$ cat src/rtl/add_nibble_seq_if.sv
// Operand/result handshake bundle for add_nibble_seq.
// slave is the adder's view; master is the producer/consumer's view.
interface add_nibble_seq_if #(
  parameter int unsigned WIDTH = 32
);
  logic             in_valid;
  logic             in_ready;
  logic [WIDTH-1:0] a;
  logic [WIDTH-1:0] b;
  logic             cin;
  logic             out_valid;
  logic             out_ready;
  logic [WIDTH-1:0] sum;
  logic             cout;

  modport master (
    output in_valid, a, b, cin, out_ready,
    input  in_ready, out_valid, sum, cout
  );

  modport slave (
    input  in_valid, a, b, cin, out_ready,
    output in_ready, out_valid, sum, cout
  );
endinterface

$ cat src/rtl/add_nibble_seq.sv
// Multi-cycle WIDTH-bit adder: one 4-bit lookahead slice per cycle, LS nibble first,
// with the carry held in a register between slices.
module add_nibble_seq #(
  parameter int unsigned WIDTH = 32
) (
  input  logic             clk,
  input  logic             rst_n,
  add_nibble_seq_if.slave  bus,
  output logic             busy
);
  localparam int unsigned NNIB = WIDTH / 4;
  localparam int unsigned CW   = (NNIB > 1) ? $clog2(NNIB) : 1;

  generate
    if (WIDTH < 4 || (WIDTH % 4) != 0) begin : g_bad_width
      $error("add_nibble_seq: WIDTH must be a multiple of 4 and at least 4");
    end
  endgenerate

  typedef enum logic [1:0] {IDLE, RUN, DONE} state_e;

  state_e           state_q, state_d;
  logic [WIDTH-1:0] a_sh_q, a_sh_d;
  logic [WIDTH-1:0] b_sh_q, b_sh_d;
  logic [WIDTH-1:0] sum_sh_q, sum_sh_d;
  logic             carry_q, carry_d;
  logic [CW-1:0]    cnt_q, cnt_d;

  logic [3:0]       g, p, c;
  logic [3:0]       slice_sum;
  logic             slice_cout;
  logic [WIDTH+3:0] sum_cat;

  // 4-bit carry-lookahead slice on the low nibble of the shift registers
  always_comb begin
    g          = a_sh_q[3:0] & b_sh_q[3:0];
    p          = a_sh_q[3:0] ^ b_sh_q[3:0];
    c[0]       = carry_q;
    c[1]       = g[0] | (p[0] & c[0]);
    c[2]       = g[1] | (p[1] & g[0]) | (p[1] & p[0] & c[0]);
    c[3]       = g[2] | (p[2] & g[1]) | (p[2] & p[1] & g[0]) | (p[2] & p[1] & p[0] & c[0]);
    slice_cout = g[3] | (p[3] & g[2]) | (p[3] & p[2] & g[1]) | (p[3] & p[2] & p[1] & g[0])
               | (p[3] & p[2] & p[1] & p[0] & c[0]);
    slice_sum  = p ^ c;
  end

  // Concatenate-then-slice keeps the shift legal when WIDTH==4
  assign sum_cat = {slice_sum, sum_sh_q};

  always_comb begin
    state_d  = state_q;
    a_sh_d   = a_sh_q;
    b_sh_d   = b_sh_q;
    sum_sh_d = sum_sh_q;
    carry_d  = carry_q;
    cnt_d    = cnt_q;
    case (state_q)
      IDLE: begin
        if (bus.in_valid) begin
          a_sh_d  = bus.a;
          b_sh_d  = bus.b;
          carry_d = bus.cin;
          cnt_d   = '0;
          state_d = RUN;
        end
      end
      RUN: begin
        sum_sh_d = sum_cat[WIDTH+3:4];
        a_sh_d   = a_sh_q >> 4;
        b_sh_d   = b_sh_q >> 4;
        carry_d  = slice_cout;
        cnt_d    = cnt_q + CW'(1);
        if (cnt_q == CW'(NNIB - 1)) state_d = DONE;
      end
      DONE: begin
        if (bus.out_ready) state_d = IDLE;
      end
      default: state_d = IDLE;
    endcase
  end

  always_ff @(posedge clk or negedge rst_n) begin
    if (!rst_n) begin
      state_q  <= IDLE;
      a_sh_q   <= '0;
      b_sh_q   <= '0;
      sum_sh_q <= '0;
      carry_q  <= 1'b0;
      cnt_q    <= '0;
    end else begin
      state_q  <= state_d;
      a_sh_q   <= a_sh_d;
      b_sh_q   <= b_sh_d;
      sum_sh_q <= sum_sh_d;
      carry_q  <= carry_d;
      cnt_q    <= cnt_d;
    end
  end

  assign bus.in_ready  = (state_q == IDLE);
  assign bus.out_valid = (state_q == DONE);
  assign bus.sum       = sum_sh_q;
  assign bus.cout      = carry_q;
  assign busy          = (state_q != IDLE);
endmodule

$ cat src/flat_wrapper.sv
// flat-port wrapper written by rule: the top's interface ports become plain ports
module add_nibble_seq_flat 
#(
  parameter int unsigned WIDTH = 32
)
  (clk, rst_n, busy, bus_in_valid, bus_a, bus_b, bus_cin, bus_out_ready, bus_in_ready, bus_out_valid, bus_sum, bus_cout);
  add_nibble_seq_if #(.WIDTH(WIDTH)) bus_i ();
  input  logic clk;
  input  logic rst_n;
  output logic busy;
  input wire logic [$bits(bus_i.in_valid)-1:0] bus_in_valid;
  input wire logic [$bits(bus_i.a)-1:0] bus_a;
  input wire logic [$bits(bus_i.b)-1:0] bus_b;
  input wire logic [$bits(bus_i.cin)-1:0] bus_cin;
  input wire logic [$bits(bus_i.out_ready)-1:0] bus_out_ready;
  output wire logic [$bits(bus_i.in_ready)-1:0] bus_in_ready;
  output wire logic [$bits(bus_i.out_valid)-1:0] bus_out_valid;
  output wire logic [$bits(bus_i.sum)-1:0] bus_sum;
  output wire logic [$bits(bus_i.cout)-1:0] bus_cout;
  assign bus_i.in_valid = bus_in_valid;
  assign bus_i.a = bus_a;
  assign bus_i.b = bus_b;
  assign bus_i.cin = bus_cin;
  assign bus_i.out_ready = bus_out_ready;
  assign bus_in_ready = bus_i.in_ready;
  assign bus_out_valid = bus_i.out_valid;
  assign bus_sum = bus_i.sum;
  assign bus_cout = bus_i.cout;
  add_nibble_seq #(.WIDTH(WIDTH)) u_core (.clk(clk), .rst_n(rst_n), .bus(bus_i), .busy(busy));
endmodule
$ cat config.mk
export PLATFORM = sky130hd
export DESIGN_NAME = add_nibble_seq_flat
export DESIGN_NICKNAME = d
export VERILOG_FILES = /design/src/rtl/add_nibble_seq_if.sv /design/src/rtl/add_nibble_seq.sv /design/src/flat_wrapper.sv
export SDC_FILE = /design/constraint.sdc
export NUM_CORES = 1
export LEC_CHECK = 0
export ABC_CLOCK_PERIOD_IN_PS = 1950
export BUFFER_PORTS_ARGS = -buffer_cell sky130_fd_sc_hd__buf_2
export CAP_MARGIN = 20
export CORE_UTILIZATION = 54
export DETAILED_ROUTE_END_ITERATION = 7
export GPL_TIMING_DRIVEN = 0
export PLACE_DENSITY_LB_ADDON = 0.25
export SYNTH_ARGS = -nofsm -noshare
export SYNTH_HDL_FRONTEND = slang
export SYNTH_SLANG_ARGS = --single-unit
$ cat constraint.sdc
create_clock -name clk -period 1.95 [get_ports clk]
set_clock_uncertainty 0.05 [all_clocks]
set_input_delay 0.0975 -clock clk [delete_from_list [all_inputs] [get_ports clk]]
set_output_delay 0.0975 -clock clk [all_outputs]
set_load 0.01 [all_outputs]
## After elaboration in Yosys (flattened, before gate mapping)

Cells that the tools add are included.

- ROM bits: 0
- Input port bits: 69
- Memory bits (writable): 0
- Output and inout port bits: 36
- Logic and storage cells: 59
- Bits in registers: 102
- Latch bits: 0
- Memories kept: 0

- Shifts and indexed selects: 0
- Multipliers: 0
- Multiplexer cells: 12
- Reduce and logical (&&, ||, !) cells: 5
- Div/mod/pow operators: 0
- Add/sub/neg operators: 1
- Order comparisons: 0
- Equal/unequal tests: 6
- Bitwise gates (word level): 29

Operators by type and width:

| cell | count |
|---|---|
| 32-bit one-hot mux with 2 select lines | 2 |
| 32-bit 2-to-1 mux | 2 |
| 1-bit AND | 16 |
| 1-bit OR | 10 |
| 4-bit bitwise XOR | 2 |
| 2-bit 2-to-1 mux | 3 |
| 2-bit one-hot mux with 3 select lines | 1 |
| 3-bit one-hot mux with 2 select lines | 1 |
| 4-bit AND | 1 |
| 2-bit inequality test (second input constant) | 2 |
| 2-bit nonzero test | 2 |
| 3-bit by 1-bit adder with 3-bit output (second input constant) | 1 |
| 3-bit equality test (second input constant) | 1 |
| 3-bit 2-to-1 mux | 1 |
| 3-bit AND reduction | 1 |
| 2-bit by 1-bit equality test with 1-bit output (second input constant) | 1 |
| 2-bit equality test (second input constant) | 1 |
| 2-bit zero test | 1 |
| 2-bit by 1-bit inequality test with 1-bit output (second input constant) | 1 |
| 1-bit one-hot mux with 2 select lines | 1 |
| 2-bit AND reduction | 1 |
| 1-bit 2-to-1 mux | 1 |

## Depth between registers and ports, before layout

Gate-level depths: netlist (run 1).

- Depth in word-level cells: 7
- Depth in mapped cells: 6
- Depth with buffers taken out: 4

## Worst setup path before layout (run 1)

Ideal clock, no wire load.

- Kind: flip-flop to flip-flop
- Start point: register u_core.b_sh_q[0]
- End point: register u_core.sum_sh_q[31] (netlist: u_core.bus.sum[31])
- Setup slack: 0.541 ns
- Data arrival time: 1.240 ns
- Path buffers: 0
- Cell stages (with the launch flop): 5
- Required time: 1.780 ns
- Clock period less this slack: 1.409 ns
- Library setup time: 0.120 ns
- Cells stage by stage: dfrtp_1 ha_1 a211oi_1 o21ai_0 a31o_1

- Word-level cells in the longest chain between the ends: 5
- Elaborated cells between the ends (all ways): 8
- Classes of those cells: 8 x bitwise

RTL lines:

| element | RTL line | source |
|---|---|---|
| start: declaration | add_nibble_seq.sv:24 | `logic [WIDTH-1:0] b_sh_q, b_sh_d;` |
| start signal: assignment | add_nibble_seq.sv:93 | `b_sh_q <= b_sh_d;` |
| 4-bit AND / 4-bit bitwise XOR (equally long branches) | add_nibble_seq.sv:36, add_nibble_seq.sv:37 |  |
| 1-bit AND | add_nibble_seq.sv:41 | `c[3] = g[2] \| (p[2] & g[1]) \| (p[2] & p[1] & g[0]) \| (p[2] & p[1] & p[0] & c[0]);` |
| 1-bit OR / 1-bit AND (equally long branches) | add_nibble_seq.sv:41 |  |
| 1-bit OR * | add_nibble_seq.sv:41 |  |
| 4-bit bitwise XOR * | add_nibble_seq.sv:44 | `slice_sum = p ^ c;` |
| end signal: assignment | add_nibble_seq.sv:94 | `sum_sh_q <= sum_sh_d;` |
| end: declaration | add_nibble_seq.sv:25 | `logic [WIDTH-1:0] sum_sh_q, sum_sh_d;` |

Every way passes the cells marked *; elsewhere a longest branch is shown, timed or not.
A chain may end at the register's enable or synchronous reset.

## Final worst setup path (run 1)

- Start point: register u_core.state_q[0]
- End point: output port busy

- Word-level cells in the longest chain between the ends: 1

RTL lines:

| element | RTL line | source |
|---|---|---|
| start: declaration | add_nibble_seq.sv:22 | `state_e state_q, state_d;` |
| start signal: assignment | add_nibble_seq.sv:91 | `state_q <= state_d;` |
| 2-bit nonzero test | add_nibble_seq.sv:104 | `assign busy = (state_q != IDLE);` |
| end: declaration | flat_wrapper.sv:10 | `output logic busy;` |

No other way between the ends.

==> impl_summary.log, run 1 <==
INFO  metric outcome = complete, no violations
INFO  metric clockRootBuffer = clkbuf_8
INFO  metric detail_route.wl_per_cell = 16.12 um
INFO  metric drv_slew = 0
INFO  metric route.vias.total = 4491
INFO  metric grt_max_degree = 73
INFO  metric worstSetupEndpointType = primary output
INFO  metric drt_iter0_drc = 355
INFO  metric routed_wirelength = 12800 um
INFO  metric floorplan.die.width = 95.72 um
INFO  metric synth_warnings = 0
INFO  metric clkSlewWorstSetupHoldPaths = 0.09 ns
INFO  metric fp-row-count = 33
INFO  metric post_cts_buffers = 0
INFO  metric layout_cell_share_with_drive_strength_beyond_1 = 22.06%
INFO  metric io-pin-count = 105
INFO  metric grt_pass1_vias = 4568
INFO  metric cts_resized = 0
INFO  metric leakage = 3.022 nW
INFO  metric cp_max_fo = 10
INFO  metric ys_types = 29
INFO  metric met1_layer_usage_reported_by_global_route = 37.93%
INFO  metric grt_most_used_layer = met2
INFO  metric setup_viol = 0
INFO  metric antenna_violations_before_repair = 0
INFO  metric finalNetCount = 761
INFO  metric vdd_ir_drop_max = 0.5725 mV
INFO  metric synth_nets = 583
INFO  metric place_hpwl = 8381 um
INFO  metric drt_pass1_iterations = 5
INFO  metric dp.cells = 717
INFO  metric initial_core_util = 56.87%
INFO  metric cts_max_level = 3
INFO  metric detail-route-antenna-nets = 0
INFO  metric die_y = 95.72 um
INFO  metric ctsLongestPathBuffers = 2
INFO  metric period_minus_slack = 1.740 ns
INFO  metric final_hold_viol_count = 0
INFO  metric synth.ff_latch_count = 102
INFO  metric postSynthAreaPerCell = 9.356 sq um
INFO  metric timing.critical_path.required = 1.80 ns
INFO  metric netlist_area = 4743 sq um
INFO  metric antenna_cells_inserted = 0
INFO  metric cap_viol_max_count = 0
INFO  metric globalRouteMet2Util = 51.85%
INFO  metric core = 8341 sq um
INFO  metric rsz0062_at_grt = false
INFO  metric tightest_slew = 0.5117 ns
INFO  metric flow.area_growth_from_synthesis = 31.42%
INFO  metric cts_hold_repair.buffers = 62
INFO  metric min-delay-path-class = input port to flip-flop
INFO  metric p_per_area = 1306 nW/um^2
INFO  metric slew-limit-headroom = 65.89%
INFO  metric cts_tree = done
INFO  metric buffer_ports.inserted = 104
INFO  metric worstPathArrival = 1.59 ns
INFO  metric grt.overflow.total = 0
INFO  metric final_core_utilization = 74.74%
INFO  metric syn_inst = 507
INFO  metric critical_path.startpoint_type = flip-flop
INFO  metric cts_sinks = 102
INFO  metric final-instance-count-excl-fill = 794
INFO  metric timing.final.crit_share = 89.22%
INFO  metric total_cts_buffers = 9
INFO  metric maxClockFrequency = 574.8 MHz
INFO  metric fp.dieArea = 9162 sq um
INFO  metric worstSkewPairLatency = 0.36 ns
INFO  metric detail_route.vias_per_cell = 5.656
INFO  metric globalRouteTotalUtil = 30.43%
INFO  metric drc = 0
INFO  metric globalplace.congestion = 0.8407
INFO  metric cp_class = flip-flop to primary output
INFO  metric use_met3 = 4.660%
INFO  metric ys_seq_area_share = 53.81%
INFO  metric grt_pass1_wl = 21180 um
## area by class of cell
cell class,count,area (sq um)
sequential,102,2552
fill,612,2107
clock buffer,9,123.9
multi-input combinational,360,1964
buffer,40,207.7
inverter,5,18.77
timing repair buffer,167,1171
tap,105,131.4
clock inverter,6,63.81
## synthesized netlist by cell type, drive strengths merged
| library cell | number | share of area (%) |
|---|---|---|
| and2b | 1 | 0.16 |
| nand2b | 1 | 0.13 |
| a22oi | 55 | 8.7 |
| inv | 5 | 0.40 |
| and3b | 2 | 0.37 |
| a22o | 3 | 0.55 |
| xor2 | 1 | 0.18 |
| dfrtp | 102 | 54 |
| nor2 | 3 | 0.24 |
| nand2 | 118 | 9.3 |
| a211oi | 2 | 0.32 |
| and2 | 1 | 0.13 |
| a21o | 2 | 0.32 |
| o21bai | 1 | 0.24 |
| nor2b | 44 | 5.8 |
| fa | 1 | 0.42 |
| buf | 29 | 3.5 |
| a31o | 1 | 0.18 |
| a222oi | 1 | 0.21 |
| a2bb2oi | 2 | 0.37 |
| ha | 6 | 1.6 |
| a21oi | 43 | 4.5 |
| clkbuf | 11 | 0.92 |
| o21ai | 71 | 7.5 |
| and3 | 1 | 0.13 |
## routing by layer
metal / wire length (um) / part of all wire (%)
met5: 0 / 0
met2: 6418 / 50
met4: 408 / 3.2
met1: 5325 / 42
met3: 643 / 5.0
## stage by stage
stage	hold WS [ns]	TNS (ns)	total power (W)	setup WS (ns)	area, sq um
floorplan	-0.2481	0	0.005627	0.5408	4743
global placement	0.3122	-35.80	0.006558	-0.3573	5395
detailed placement	0.005886	0	0.006722	0.4435	5425
CTS	0.001545	0	0.008118	0.2365	6233
global route	0.002602	0	0.008814	0.08635	6233
finish	0.005553	0	0.008144	0.2102	6233
## registers in the layout, summed over array words and instances, names as in the netlist
signal	count
u_core.bus.cout	1
u_core.bus.sum	32
u_core.cnt_q	3
u_core.state_q	2
u_core.b_sh_q	32
u_core.a_sh_q	32
## final timing paths
kind                       slack (ns)              start  cells past startpoint                end
min                             0.006          bus_a[18]                      3  u_core.a_sh_q[18]
max reg2reg                      0.39  u_core.state_q[1]                      4  u_core.b_sh_q[30]
min reg2reg                      0.44  u_core.bus.sum[0]                      2  u_core.bus.sum[0]
max in group asynchronous        1.01              rst_n                      3   u_core.b_sh_q[4]
max                              0.21  u_core.state_q[0]                      5               busy
min in group asynchronous        0.15              rst_n                      2  u_core.bus.sum[3]
## layout by cell type, fill, tap and decap left out, types with 2 or more instances in the layout
cell type	synthesis	routed
buf_4	5	6
clkbuf_2	2	2
a21oi_1	43	43
dfrtp_1	102	102
ha_1	6	6
a22o_1	3	3
a22oi_1	55	55
clkbuf_8	0	9
clkbuf_1	9	9
and3b_1	2	2
o21ai_0	4	4
nor2_1	3	3
clkinv_2	0	2
nor2b_1	44	44
a21o_1	2	2
inv_1	5	5
buf_2	23	126
clkinvlp_4	0	2
nand2_1	118	118
a211oi_1	2	2
o21ai_1	67	67
a2bb2oi_1	2	2
dlygate4sd3_1	0	62
## cells by family after synthesis
group	after synthesis	share of synthesized area, %
AO/OA/AOI/OAI	181	22.92
AND/OR/NAND/NOR	171	16.30
flip-flops	102	53.81
buffers and inverters	45	4.775
adder cells (fa/ha/maj)	7	2.005
XOR/XNOR	1	0.1847
## power by group
| part | total, W | switching (W) | internal [W] | leakage, nW |
|---|---|---|---|---|
| Clock | 0.00131 | 0.000725 | 0.000585 | 0.0911 |
| Sequential | 0.00355 | 0.000610 | 0.00294 | 1.33 |
| Combinational | 0.00329 | 0.00187 | 0.00142 | 1.60 |
| Total | 0.00814 | 0.00320 | 0.00494 | 3.02 |
## critical path: stages (launching register included)
cell	delay (ns)
dfrtp_1	0.37
buf_2	0.18
buf_2	0.21
nor2_1	0.26
inv_1	0.06
buf_2	0.14
No activity file was read; power rests on OpenSTA's default activity.
==> inputs of run 2 (changes only) <==
CELL_PAD_IN_SITES_DETAIL_PLACEMENT = 0   (was not set)
CELL_PAD_IN_SITES_GLOBAL_PLACEMENT = 2   (was not set)
CORE_ASPECT_RATIO = 1.1   (was not set)
CORE_UTILIZATION = 33   (was 54)
CTS_CLUSTER_SIZE = 8   (was not set)
==> run 2 against run 1 <==
Core utilization fell by 28 points. Hold slack improved by 0.0050 ns. Combinational power barely moved. Critical path type unchanged.
==> impl_summary.log, run 2 (same netlist as run 1, synthesis figures left out) <==
INFO  metric outcome = complete, no violations
INFO  metric cts_sinks = 102 (unchanged)
INFO  metric io-pin-count = 105 (unchanged)
INFO  metric final_hold_viol_count = 0 (unchanged)
INFO  metric detail_route.vias_per_cell = 4.888 (-14%)
INFO  metric total_cts_buffers = 9 (unchanged)
INFO  metric layout_cell_share_with_drive_strength_beyond_1 = 21.88% (-0.18 points)
INFO  metric grt_pass1_vias = 4245 (-7.1%)
INFO  metric fp.dieArea = 14860 sq um (+62%)
INFO  metric min-delay-path-class = input port to flip-flop
INFO  metric grt_max_degree = 68 (-6.8%)
INFO  metric layout.filler_cells = 1444 (+140%)
INFO  metric cts_max_level = 3 (unchanged)
INFO  metric place_area = 5529 sq um (+1.9%)
INFO  metric critical_path.startpoint_type = flip-flop
INFO  metric ctsLongestPathBuffers = 2 (unchanged)
INFO  metric clkSlewWorstSetupHoldPaths = 0.07 ns (-0.02 ns)
INFO  metric routed_wirelength = 13390 um (+4.6%)
INFO  metric core = 13910 sq um (+67%)
INFO  metric globalRouteTotalUtil = 19.21% (-11 points)
INFO  metric grt_pass1_wl = 21940 um (+3.6%)
INFO  metric postLayoutCellArea = 6452 sq um (+3.5%)
INFO  metric rsz0062_at_grt = false
INFO  metric antenna_violations_before_repair = 0 (unchanged)
INFO  metric p_per_area = 1343 nW/um^2 (+2.8%)
INFO  metric detail-route-antenna-nets = 0 (unchanged)
INFO  metric drt_pass1_iterations = 4 (-1)
INFO  metric setup_viol = 0 (unchanged)
INFO  metric drc = 0 (unchanged)
INFO  metric maxClockFrequency = 579.3 MHz (+0.79%)
INFO  metric slew-limit-headroom = 62.16% (-3.7 points)
INFO  metric cap_viol_max_count = 0 (unchanged)
INFO  metric place_hpwl = 9278 um (+11%)
INFO  metric worst_case_setup_margin_in_the_final_layout = 0.2239 ns (+0.01370 ns)
INFO  metric period_minus_slack = 1.726 ns (-0.01370 ns)
INFO  metric timing.final.crit_share = 88.52% (-0.70 points)
INFO  metric drv_slew = 0 (unchanged)
INFO  metric flow.area_growth_from_synthesis = 36.03%
INFO  metric die_y = 127.7 um (+33%)
INFO  metric detail_route.wl_per_cell = 15.25 um (-5.4%)
INFO  metric worstSetupEndpointType = primary output
INFO  metric clockRootBuffer = clkbuf_16
INFO  metric finalNetCount = 761 (unchanged)
INFO  metric cp_class = flip-flop to primary output
INFO  metric drt_iter0_drc = 327 (-7.9%)
INFO  metric antenna_cells_inserted = 0 (unchanged)
INFO  metric worstSkewPairLatency = 0.35 ns (about the same)
INFO  metric layout_commonest_cell = buf_2
INFO  metric layout.cells.most_common_list = buf_2 (126), nand2_1 (118), dfrtp_1 (102), o21ai_1 (67), dlygate4sd3_1 (62)
INFO  metric floorplan.die.width = 116.3 um (+22%)
INFO  metric grt.overflow.total = 0 (unchanged)
INFO  metric globalplace.congestion = 0.7265 (-14%)
INFO  metric place_ws = 0.3887 ns (-0.05473 ns)
INFO  metric fp-row-count = 45 (+36%)
INFO  metric leakage = 3.077 nW (+1.8%)
INFO  metric initial_core_util = 34.11% (-23 points)
INFO  metric buffer_ports.inserted = 104 (unchanged)
INFO  metric cts_tree = done
INFO  metric tightest_slew = 0.5676 ns (+0.05590 ns)
INFO  metric worstPathArrival = 1.58 ns (about the same)
INFO  metric timing.critical_path.required = 1.80 ns (about the same)
INFO  metric vdd_ir_drop_max = 0.4110 mV (-28%)
INFO  metric cp_max_fo = 10 (unchanged)
INFO  metric route.vias.total = 4292 (-4.4%)
INFO  metric final_core_utilization = 46.40% (-28 points)
## run 2: changes by cell type in the layout (fill, tap and decap cells not counted)
cell / previous run / this run
clkbuf_16: 0 / 9
clkbuf_8: 9 / 2
clkinv_4: 1 / 0
clkinv_2: 2 / 1
clkinvlp_4: 2 / 1
clkbuf_1: 9 / 11
## run 2: final timing paths
check / startpoint / end / slack [ns] / cells past startpoint
worst max-delay path: u_core.state_q[0] / busy / 0.22 / 5
worst min-delay path: bus_a[21] / u_core.a_sh_q[21] / 0.01 / 3
worst max register to register: u_core.a_sh_q[2] / u_core.bus.cout / 0.38 / 4
worst min register to register: u_core.bus.sum[1] / u_core.bus.sum[1] / 0.42 / 2
max in group asynchronous: rst_n / u_core.b_sh_q[6] / 0.93 / 3
min in group asynchronous: rst_n / u_core.bus.sum[3] / 0.20 / 2
## run 2: final cells by class
cell class	count	area [sq um]	share of cell area, %
Sequential cell	102	2552	39.56
Multi-Input combinational cell	360	1964	30.44
Timing Repair Buffer	167	1171	18.15
Clock buffer	13	260.3	4.033
Tap cell	188	235.2	3.646
Buffer	40	207.7	3.219
Clock inverter	3	42.54	0.6593
Inverter	5	18.77	0.2909
## run 2: worst max-delay path: stages (launching register included)
cell and delay (ns):
dfrtp_1 0.35, buf_2 0.18, buf_2 0.22, nor2_1 0.27, inv_1 0.06, buf_2 0.14
## run 2: through the flow
stage	hold slack [ns]	setup TNS, ns	total power [W]	cells
2_1_floorplan	-0.2481	0	0.005627	507
3_3_place_gp	0.3138	-51.24	0.006711	799
3_5_place_dp	0.04585	0	0.006804	800
4_1_cts	0.008469	0	0.008784	878
5_1_grt	0.04246	0	0.009418	878
6_report	0.01057	0	0.008666	878
## run 2: metal layers
layer  share of wire [%]  track usage [%]  vias to the layer above  wire length, um
li1                    -                -                     2112                -
met1                  46            25.51                     2071             6174
met2                  48            30.98                       93             6426
met3                 4.1            3.357                       16              548
met4                 1.8            7.391                        0              238
met5                   0                0                        -                0
## run 2: repair_timing
| action | 4_1_cts | 5_1_grt |
|---|---|---|
| hold buffers | 62 | 0 |
| setup buffers | 0 | 0 |
| endpoints found under the setup margin | 0 | 0 |
| endpoints found under the hold margin | 96 | 0 |
| resized for setup | 0 | 0 |
## run 2: report_power, final
group          switching (W)  leakage [nW]  internal [W]  total [W]
clock network       0.000797         0.146       0.00107    0.00186
registers           0.000598          1.33       0.00294    0.00354
logic                0.00184          1.60       0.00142    0.00326
